$ cat src/rtl/imem_fetch_arbiter_pkg.sv
// Shared types and constants for the instruction-memory fetch arbiter.
//   core_id_t   : identifies which fetch stage owns a grant or response
//   fetch_req_t : one core's fetch request bundle (request, address, flush)
//   IMEM_RD_LATENCY : cycles from mem_en sampled to mem_rdata valid
package imem_arb_pkg;

  localparam int IMEM_ADDR_W     = 32;
  localparam int IMEM_RD_LATENCY = 1;

  typedef enum logic {
    CORE0 = 1'b0,
    CORE1 = 1'b1
  } core_id_t;

  typedef struct packed {
    logic                   req;
    logic [IMEM_ADDR_W-1:0] addr;
    logic                   flush;
  } fetch_req_t;

endpackage

$ cat src/rtl/imem_fetch_arbiter_if.sv
// Bus bundle between the two IF stages, the arbiter and the shared IMEM.
//   reqN/addrN/flushN : core N fetch request, address, redirect
//   gntN              : core N request accepted this cycle
//   rvalidN/rdataN    : core N instruction response
//   mem_en/mem_addr   : IMEM read strobe and address
//   mem_rdata         : IMEM read data, one cycle after mem_en
// Modports: slave = arbiter side, master = cores/memory side.
interface imem_fetch_arbiter_if #(
  parameter int ADDR_W = 32,
  parameter int DATA_W = 32
);
  logic              req0;
  logic [ADDR_W-1:0] addr0;
  logic              flush0;
  logic              gnt0;
  logic              rvalid0;
  logic [DATA_W-1:0] rdata0;

  logic              req1;
  logic [ADDR_W-1:0] addr1;
  logic              flush1;
  logic              gnt1;
  logic              rvalid1;
  logic [DATA_W-1:0] rdata1;

  logic              mem_en;
  logic [ADDR_W-1:0] mem_addr;
  logic [DATA_W-1:0] mem_rdata;

  modport slave (
    input  req0, addr0, flush0, req1, addr1, flush1, mem_rdata,
    output gnt0, rvalid0, rdata0, gnt1, rvalid1, rdata1, mem_en, mem_addr
  );

  modport master (
    output req0, addr0, flush0, req1, addr1, flush1, mem_rdata,
    input  gnt0, rvalid0, rdata0, gnt1, rvalid1, rdata1, mem_en, mem_addr
  );
endinterface

$ cat src/rtl/imem_fetch_arbiter_rr_arbiter2.sv
// Two-way round-robin arbiter.
//   clk, rst   : clock, synchronous active-high reset
//   req0, req1 : effective (already flush/reset qualified) requests
//   gnt0, gnt1 : one-hot-or-zero grants, combinational in the request cycle
// rr_last remembers the most recent winner; on a conflict the other core wins.
module rr_arbiter2
  import imem_arb_pkg::*;
(
  input  logic clk,
  input  logic rst,
  input  logic req0,
  input  logic req1,
  output logic gnt0,
  output logic gnt1
);

  core_id_t rr_last;

  always_comb begin
    gnt0 = 1'b0;
    gnt1 = 1'b0;
    if (req0 && req1) begin
      if (rr_last == CORE1) gnt0 = 1'b1;
      else                  gnt1 = 1'b1;
    end else begin
      gnt0 = req0;
      gnt1 = req1;
    end
  end

  // Reset to CORE1 so core 0 wins the first conflict.
  always_ff @(posedge clk) begin
    if (rst)       rr_last <= CORE1;
    else if (gnt0) rr_last <= CORE0;
    else if (gnt1) rr_last <= CORE1;
  end

endmodule

$ cat src/rtl/imem_fetch_arbiter.sv
// Shares one synchronous-read IMEM between two fetch stages.
//   clk, rst      : clock, synchronous active-high reset
//   bus (slave)   : core request/grant/response and IMEM signals
//   gnt_cnt0/1    : saturating grant counts per core
//   conflict_cnt  : saturating count of cycles where both cores requested
// Responses return one cycle after the grant to the recorded owner and are
// dropped if that core flushes in the response cycle (no retry).
module imem_fetch_arbiter
  import imem_arb_pkg::*;
#(
  parameter int ADDR_W = 32,
  parameter int DATA_W = 32,
  parameter int CNT_W  = 16
) (
  input  logic                 clk,
  input  logic                 rst,
  imem_fetch_arbiter_if.slave  bus,
  output logic [CNT_W-1:0]     gnt_cnt0,
  output logic [CNT_W-1:0]     gnt_cnt1,
  output logic [CNT_W-1:0]     conflict_cnt
);

  logic     eff_req0, eff_req1;
  logic     pending_vld_p1;
  core_id_t pending_owner_p1;

  function automatic logic [CNT_W-1:0] sat_inc(input logic [CNT_W-1:0] v);
    return (&v) ? v : v + {{(CNT_W-1){1'b0}}, 1'b1};
  endfunction

  assign eff_req0 = bus.req0 & ~bus.flush0 & ~rst;
  assign eff_req1 = bus.req1 & ~bus.flush1 & ~rst;

  rr_arbiter2 u_rr (
    .clk  (clk),
    .rst  (rst),
    .req0 (eff_req0),
    .req1 (eff_req1),
    .gnt0 (bus.gnt0),
    .gnt1 (bus.gnt1)
  );

  // Stage p0: grant cycle drives the memory directly.
  assign bus.mem_en   = bus.gnt0 | bus.gnt1;
  assign bus.mem_addr = bus.gnt0 ? bus.addr0 :
                        bus.gnt1 ? bus.addr1 : '0;

  always_ff @(posedge clk) begin
    if (rst) begin
      pending_vld_p1   <= 1'b0;
      pending_owner_p1 <= CORE0;
      gnt_cnt0         <= '0;
      gnt_cnt1         <= '0;
      conflict_cnt     <= '0;
    end else begin
      pending_vld_p1   <= bus.gnt0 | bus.gnt1;
      pending_owner_p1 <= bus.gnt1 ? CORE1 : CORE0;
      if (bus.gnt0)            gnt_cnt0     <= sat_inc(gnt_cnt0);
      if (bus.gnt1)            gnt_cnt1     <= sat_inc(gnt_cnt1);
      if (eff_req0 && eff_req1) conflict_cnt <= sat_inc(conflict_cnt);
    end
  end

  // Stage p1: memory data arrives; route to owner unless that core flushed.
  assign bus.rvalid0 = pending_vld_p1 & (pending_owner_p1 == CORE0) & ~bus.flush0 & ~rst;
  assign bus.rvalid1 = pending_vld_p1 & (pending_owner_p1 == CORE1) & ~bus.flush1 & ~rst;
  assign bus.rdata0  = bus.rvalid0 ? bus.mem_rdata : '0;
  assign bus.rdata1  = bus.rvalid1 ? bus.mem_rdata : '0;

  a_one_gnt:    assert property (@(posedge clk) disable iff (rst) !(bus.gnt0 && bus.gnt1));
  a_one_rvalid: assert property (@(posedge clk) disable iff (rst) !(bus.rvalid0 && bus.rvalid1));
  a_no_gnt_fl0: assert property (@(posedge clk) disable iff (rst) !(bus.gnt0 && bus.flush0));
  a_no_gnt_fl1: assert property (@(posedge clk) disable iff (rst) !(bus.gnt1 && bus.flush1));
  a_align0:     assert property (@(posedge clk) disable iff (rst) bus.gnt0 |-> (bus.addr0[1:0] == 2'b00));
  a_align1:     assert property (@(posedge clk) disable iff (rst) bus.gnt1 |-> (bus.addr1[1:0] == 2'b00));

endmodule

$ cat src/flat_wrapper.sv
// flat-port wrapper written by rule: the top's interface ports become plain ports
module imem_fetch_arbiter_flat import imem_arb_pkg::*;
#(
  parameter int ADDR_W = 32,
  parameter int DATA_W = 32,
  parameter int CNT_W  = 16
)
  (clk, rst, gnt_cnt0, gnt_cnt1, conflict_cnt, bus_req0, bus_addr0, bus_flush0, bus_req1, bus_addr1, bus_flush1, bus_mem_rdata, bus_gnt0, bus_rvalid0, bus_rdata0, bus_gnt1, bus_rvalid1, bus_rdata1, bus_mem_en, bus_mem_addr);
  imem_fetch_arbiter_if #(.ADDR_W(ADDR_W), .DATA_W(DATA_W)) bus_i ();
  input  logic clk;
  input  logic rst;
  output logic [CNT_W-1:0] gnt_cnt0;
  output logic [CNT_W-1:0] gnt_cnt1;
  output logic [CNT_W-1:0] conflict_cnt;
  input wire logic [$bits(bus_i.req0)-1:0] bus_req0;
  input wire logic [$bits(bus_i.addr0)-1:0] bus_addr0;
  input wire logic [$bits(bus_i.flush0)-1:0] bus_flush0;
  input wire logic [$bits(bus_i.req1)-1:0] bus_req1;
  input wire logic [$bits(bus_i.addr1)-1:0] bus_addr1;
  input wire logic [$bits(bus_i.flush1)-1:0] bus_flush1;
  input wire logic [$bits(bus_i.mem_rdata)-1:0] bus_mem_rdata;
  output wire logic [$bits(bus_i.gnt0)-1:0] bus_gnt0;
  output wire logic [$bits(bus_i.rvalid0)-1:0] bus_rvalid0;
  output wire logic [$bits(bus_i.rdata0)-1:0] bus_rdata0;
  output wire logic [$bits(bus_i.gnt1)-1:0] bus_gnt1;
  output wire logic [$bits(bus_i.rvalid1)-1:0] bus_rvalid1;
  output wire logic [$bits(bus_i.rdata1)-1:0] bus_rdata1;
  output wire logic [$bits(bus_i.mem_en)-1:0] bus_mem_en;
  output wire logic [$bits(bus_i.mem_addr)-1:0] bus_mem_addr;
  assign bus_i.req0 = bus_req0;
  assign bus_i.addr0 = bus_addr0;
  assign bus_i.flush0 = bus_flush0;
  assign bus_i.req1 = bus_req1;
  assign bus_i.addr1 = bus_addr1;
  assign bus_i.flush1 = bus_flush1;
  assign bus_i.mem_rdata = bus_mem_rdata;
  assign bus_gnt0 = bus_i.gnt0;
  assign bus_rvalid0 = bus_i.rvalid0;
  assign bus_rdata0 = bus_i.rdata0;
  assign bus_gnt1 = bus_i.gnt1;
  assign bus_rvalid1 = bus_i.rvalid1;
  assign bus_rdata1 = bus_i.rdata1;
  assign bus_mem_en = bus_i.mem_en;
  assign bus_mem_addr = bus_i.mem_addr;
  imem_fetch_arbiter #(.ADDR_W(ADDR_W), .DATA_W(DATA_W), .CNT_W(CNT_W)) u_core (.clk(clk), .rst(rst), .bus(bus_i), .gnt_cnt0(gnt_cnt0), .gnt_cnt1(gnt_cnt1), .conflict_cnt(conflict_cnt));
endmodule
$ cat config.mk
export PLATFORM = sky130hd
export DESIGN_NAME = imem_fetch_arbiter_flat
export DESIGN_NICKNAME = d
export VERILOG_FILES = /design/src/rtl/imem_fetch_arbiter_pkg.sv /design/src/rtl/imem_fetch_arbiter_if.sv /design/src/rtl/imem_fetch_arbiter_rr_arbiter2.sv /design/src/rtl/imem_fetch_arbiter.sv /design/src/flat_wrapper.sv
export SDC_FILE = /design/constraint.sdc
export NUM_CORES = 1
export LEC_CHECK = 0
export ABC_AREA = 1
export BUFFER_PORTS_ARGS = -buffer_cell sky130_fd_sc_hd__buf_2
export CELL_PAD_IN_SITES_DETAIL_PLACEMENT = 1
export CELL_PAD_IN_SITES_GLOBAL_PLACEMENT = 2
export CORE_UTILIZATION = 20
export DETAILED_ROUTE_END_ITERATION = 6
export HOLD_SLACK_MARGIN = 0.08
export PLACE_DENSITY_LB_ADDON = 0.1
export REMOVE_ABC_BUFFERS = 1
export SKIP_LAST_GASP = 1
export SLEW_MARGIN = 20
export SYNTH_ARGS = -nofsm -noshare
export SYNTH_HDL_FRONTEND = slang
export SYNTH_SLANG_ARGS = --single-unit
$ cat constraint.sdc
create_clock -name clk -period 2.7 [get_ports clk]
set_input_delay 0.27 -clock clk [delete_from_list [all_inputs] [get_ports clk]]
set_output_delay 0.27 -clock clk [all_outputs]
set_load 0.02 [all_outputs]
# After elaboration in Yosys (flattened, before gate mapping)
# Index checks and enable logic that the tools add are counted.
op_classes:
  muxes: 11
  addsub: 3
  n_reduce_logical: 8
  bitwise_logic: 18
ops:
  columns: ["operator", "n"]
  rows:
  - ["$mux W32", 4]
  - ["$add A16 B1 Y16 const B", 3]
  - ["$reduce_and A16 Y1", 3]
  - ["$and A1 B1 Y1", 10]
  - ["$mux W1", 7]
  - ["$not A1 Y1", 7]
  - ["$reduce_and A2 Y1", 3]
  - ["$reduce_bool A2 Y1", 1]
  - ["$logic_and A1 B1 Y1", 1]
  - ["$or A1 B1 Y1", 1]
word_totals:
  elab_cells: 46
  output_inout_bits: 149
  register_bits: 51
  input_bits: 102

# Logic depth before layout (Yosys ltp)
depth:
  depth_word: 7
  mapped_depth: 11
  ltp_nobuf: 10

# By module
# From an unflattened synthesis, not the netlist that was laid out.
unflattened:
  hier_cells: 667
  hier_area_um2: 3814.9
modules_own_cells:
  columns: ["module", "n_inst", "seq_area_each_um2", "cells_each", "area_per_inst_um2"]
  rows:
  - ["imem_fetch_arbiter", 1, 1001.0, 658, 3746.1]
  - ["rr_arbiter2", 1, 20.0, 9, 68.8]

# Least setup slack after synthesis
# OpenSTA, ideal clock, no wires.
synth_path:
  path_type: "reg2reg"
  from: "register u_core.gnt_cnt0[0]"
  to: "register u_core.gnt_cnt0[10]"
  period_less_slack_ps: 1690
  setup_slack_ps: 1010
  n_path_buf: 1
  arrival_time_ps: 1557
  t_required_ps: 2568
  stages_incl_launch_ff: 10
  setup_ps: 132
  path_cell_list: "dfxtp_1 -> ha_1 -> inv_1 -> nor2_2 -> nand2_1 -> nor2_2 -> nor2_4 -> buf_6 -> nand2_1 -> a21oi_1"
synth_between:
  elab_chain_len: 3
  elab_cells_between_ends: 4
  classes_between: "1 x add/sub; 1 x bitwise; 2 x reduce/logical"
synth_rtl:
  columns: ["element", "line_no", "text"]
  rows:
  - ["from (decl)", "imem_fetch_arbiter.sv:18", "output logic [CNT_W-1:0] gnt_cnt0,"]
  - ["from (signal assigned)", "imem_fetch_arbiter.sv:58", "if (bus.gnt0) gnt_cnt0 <= sat_inc(gnt_cnt0);"]
  - ["parallel branches: the longest is 3 deep, another holds $add A16 B1 Y16", null, null]
# Parallel ways; which one is timed is not known.
# A chain may end at the register's enable or synchronous reset.

# Worst setup path in the final report
layout_path:
  from: "register u_core.u_rr.rr_last"
  to: "output bus_mem_addr[22]"
layout_between:
  elab_chain_len: 4
  elab_cells_between_ends: 6
  classes_between: "6 x mux"
layout_rtl:
  columns: ["element", "line_no", "text"]
  rows:
  - ["from (decl)", "imem_fetch_arbiter_rr_arbiter2.sv:17", "core_id_t rr_last;"]
  - ["from (signal assigned)", "imem_fetch_arbiter_rr_arbiter2.sv:33", "if (rst) rr_last <= CORE1;"]
  - ["from (signal assigned)", "imem_fetch_arbiter_rr_arbiter2.sv:34", "else if (gnt0) rr_last <= CORE0;"]
  - ["from (signal assigned)", "imem_fetch_arbiter_rr_arbiter2.sv:35", "else if (gnt1) rr_last <= CORE1;"]
  - ["$mux W1", "imem_fetch_arbiter_rr_arbiter2.sv:23", "if (rr_last == CORE1) gnt0 = 1'b1;"]
  - ["$mux W1", "imem_fetch_arbiter_rr_arbiter2.sv:22", "if (req0 && req1) begin"]
  - ["$mux W32", "imem_fetch_arbiter.sv:46", "bus.gnt1 ? bus.addr1 : '0;"]
  - ["$mux W32 (*)", "imem_fetch_arbiter.sv:45", "assign bus.mem_addr = bus.gnt0 ? bus.addr0 :"]
  - ["to (decl)", "flat_wrapper.sv:29", "output wire logic [$bits(bus_i.mem_addr)-1:0] bus_mem_addr;"]
# Every way passes the cells marked *; elsewhere a longest branch is shown, timed or not.

==> metrics <==
status=finished clean; worst hold path depth=3; first-pass GRT wire length=24800 um; PortBufs=250; drt pass-1 iters=4; Final Setup Violations=0; post-cts resize count=0; crit end category=primary output; post-DR vias/cell=4.39; setup repair bufs after CTS=0; CP required=2.43 ns; Slew @ Worst Pin=0.840 ns; Worst Hold Class=input port to flop; Max Cap Viol=0; fmax=472 MHz; Worst Path Arrival=1.85 ns; GRT Util Overall=17.4%; H-tree lvl count=2; CTS Hold Bufs=0; layout cells sized above 1=33.0%; DPL Wire Length=13300 um; RePlAce Congestion=0.794; syn avg cell area=6.00 um2; CP Max Fanout=34; DRC=0; I/O pin count=251; critical path class=flop to primary output; DIE WIDTH=135 um; row count=48; pin count of the biggest net entering global routing=36; fin crit period=2.12 ns; Clk pin slew, worst setup/hold paths=0.07 ns; pwr dens=344 nW/um2; CTS Buf Count=5; setup TNS=0 ns; most common cell after layout, fill and taps aside=buf_2; root buf cell=clkbuf_16; placeable core area=17300 um2; CTS tree=built; die area=18200 um2; Netlist Area Pre-Place=3540 um2; fin. max-slew vios=0; Starting Density=20.4%; Clock Skew=0.00583 ns; vias in the first global route=4597; R2R depth=9; 1st-iter DRT viols=130; Wirelength per Cell=15.5 um; number of fill cells in the layout=2294; Final Cycle Share=78.5%; Max VDD drop=0.213 mV; Clock Latency Late Sink=0.29 ns; CP Launch Type=flop; die height=135 um; endpoints failing hold=0; worst reg-to-reg setup slack=0.86 ns; WHS=0.331 ns; YS warnings=0; area grow syn2layout=45.8%; detailed-route wire length=16400 um; Antenna Nets Post-Route=0; clk sinks=51; # nets final=935; Overflow after GRT=0; post-synthesis instance total=590; most frequent cells in the layout=buf_2 (250), nand2_1 (145), nor2_1 (138), inv_1 (76), dfxtp_1 (51); Cell variety after synth=27; RSZ-0062 raised after global routing=false; Rel. slew slack=43.9%; antenna violations before repair=3; FF+latch count, synth=51; Vias=4638; Max clock buf depth=2; post-synthesis sequential area ratio=28.9%; Leak=2.83 nW
==> critical path: stages, from the launching register on <==
cell	delay (ns)
dfxtp_1	0.34
inv_1	0.06
nand3_1	0.12
nand2_2	0.13
inv_2	0.48
a22o_1	0.25
buf_2	0.17
==> layout make-up <==
cell class	count	area, um2	area share (%)
Sequential cell	51	1020	19.8
Antenna cell	2	5.00	0.0971
Tap cell	225	282	5.46
Clock buffer	6	129	2.50
Clock inverter	1	30.0	0.582
Inverter	78	293	5.68
Multi-Input combinational cell	438	2100	40.7
Timing Repair Buffer	256	1300	25.1
==> path summary, 6_finish.rpt <==
check,end,from
worst max-delay path,bus_mem_addr[22],u_core.u_rr.rr_last
worst min-delay path,u_core.u_rr.rr_last,bus_req1
worst max register to register,u_core.gnt_cnt1[1],u_core.gnt_cnt1[0]
worst min register to register,u_core.conflict_cnt[3],u_core.conflict_cnt[3]
==> cells in the mapped netlist (all sizes together) <==
cell / n / area [um2]
nand3b: 1 / 7.51
dfxtp: 51 / 1020
o21ai: 14 / 85.1
nand3: 30 / 150
buf: 12 / 81.3
ha: 3 / 37.5
a21oi: 34 / 170
nand4: 9 / 56.3
o211ai: 1 / 7.51
inv: 78 / 293
nand2: 147 / 557
clkbuf: 11 / 41.3
nor3: 5 / 25.0
nor3b: 1 / 12.5
a22o: 32 / 280
xor2: 10 / 87.6
nor2: 143 / 554
xnor2: 8 / 70.1
==> logic make-up (layout without fill, tap and decap cells) <==
kind of cell | Yosys count | count (layout) | synth area share, %
AO/OA/AOI/OAI | 81 | 81 | 15.4
XOR/XNOR | 18 | 18 | 4.46
adder cells (fa/ha/maj) | 3 | 3 | 1.06
buffers and inverters | 101 | 341 | 11.7
flip-flops | 51 | 51 | 28.9
other | 0 | 2 | 0
AND/OR/NAND/NOR | 336 | 336 | 38.5
==> routing by layer <==
layer  GRT usage (%)  vias up  share of wire (%)  wire length (um)
li1                -     2332                  -                 -
met1            19.8     2165                 41              6660
met2            33.8      129                 53              8740
met3            2.33       10                5.1               840
met4            4.18        2               0.96               157
met5               0        -              0.085                14
==> flip-flops by register name, summed over array words and instances (netlist names) <==
| name | flops |
|---|---|
| u_core.conflict_cnt | 16 |
| u_core.gnt_cnt0 | 16 |
| u_core.gnt_cnt1 | 16 |
| u_core.pending_owner_p1 | 1 |
| u_core.pending_vld_p1 | 1 |
| u_core.u_rr.rr_last | 1 |
==> power by group <==
group	leakage (nW)	internal, mW	switching, mW
sequential	0.412	0.758	0.00508
combinational	2.34	0.113	0.172
clock	0.0769	0.434	0.290
total	2.83	1.30	0.467
==> metrics by stage <==
step                      cells  power [mW]  setup WS, ns  area (um2)  utilization (%)
final                      1057        1.77         0.580        5160             29.8
after detailed placement   1048        1.07         0.712        4990             28.9
after global routing       1057        1.85         0.453        5160             29.8
after floorplan             567       0.914         0.938        3410                -
after CTS                  1055        1.81         0.547        5150             29.8
after global placement     1048        1.06         0.795        4990             28.9
(Power assumes the default switching activity.)
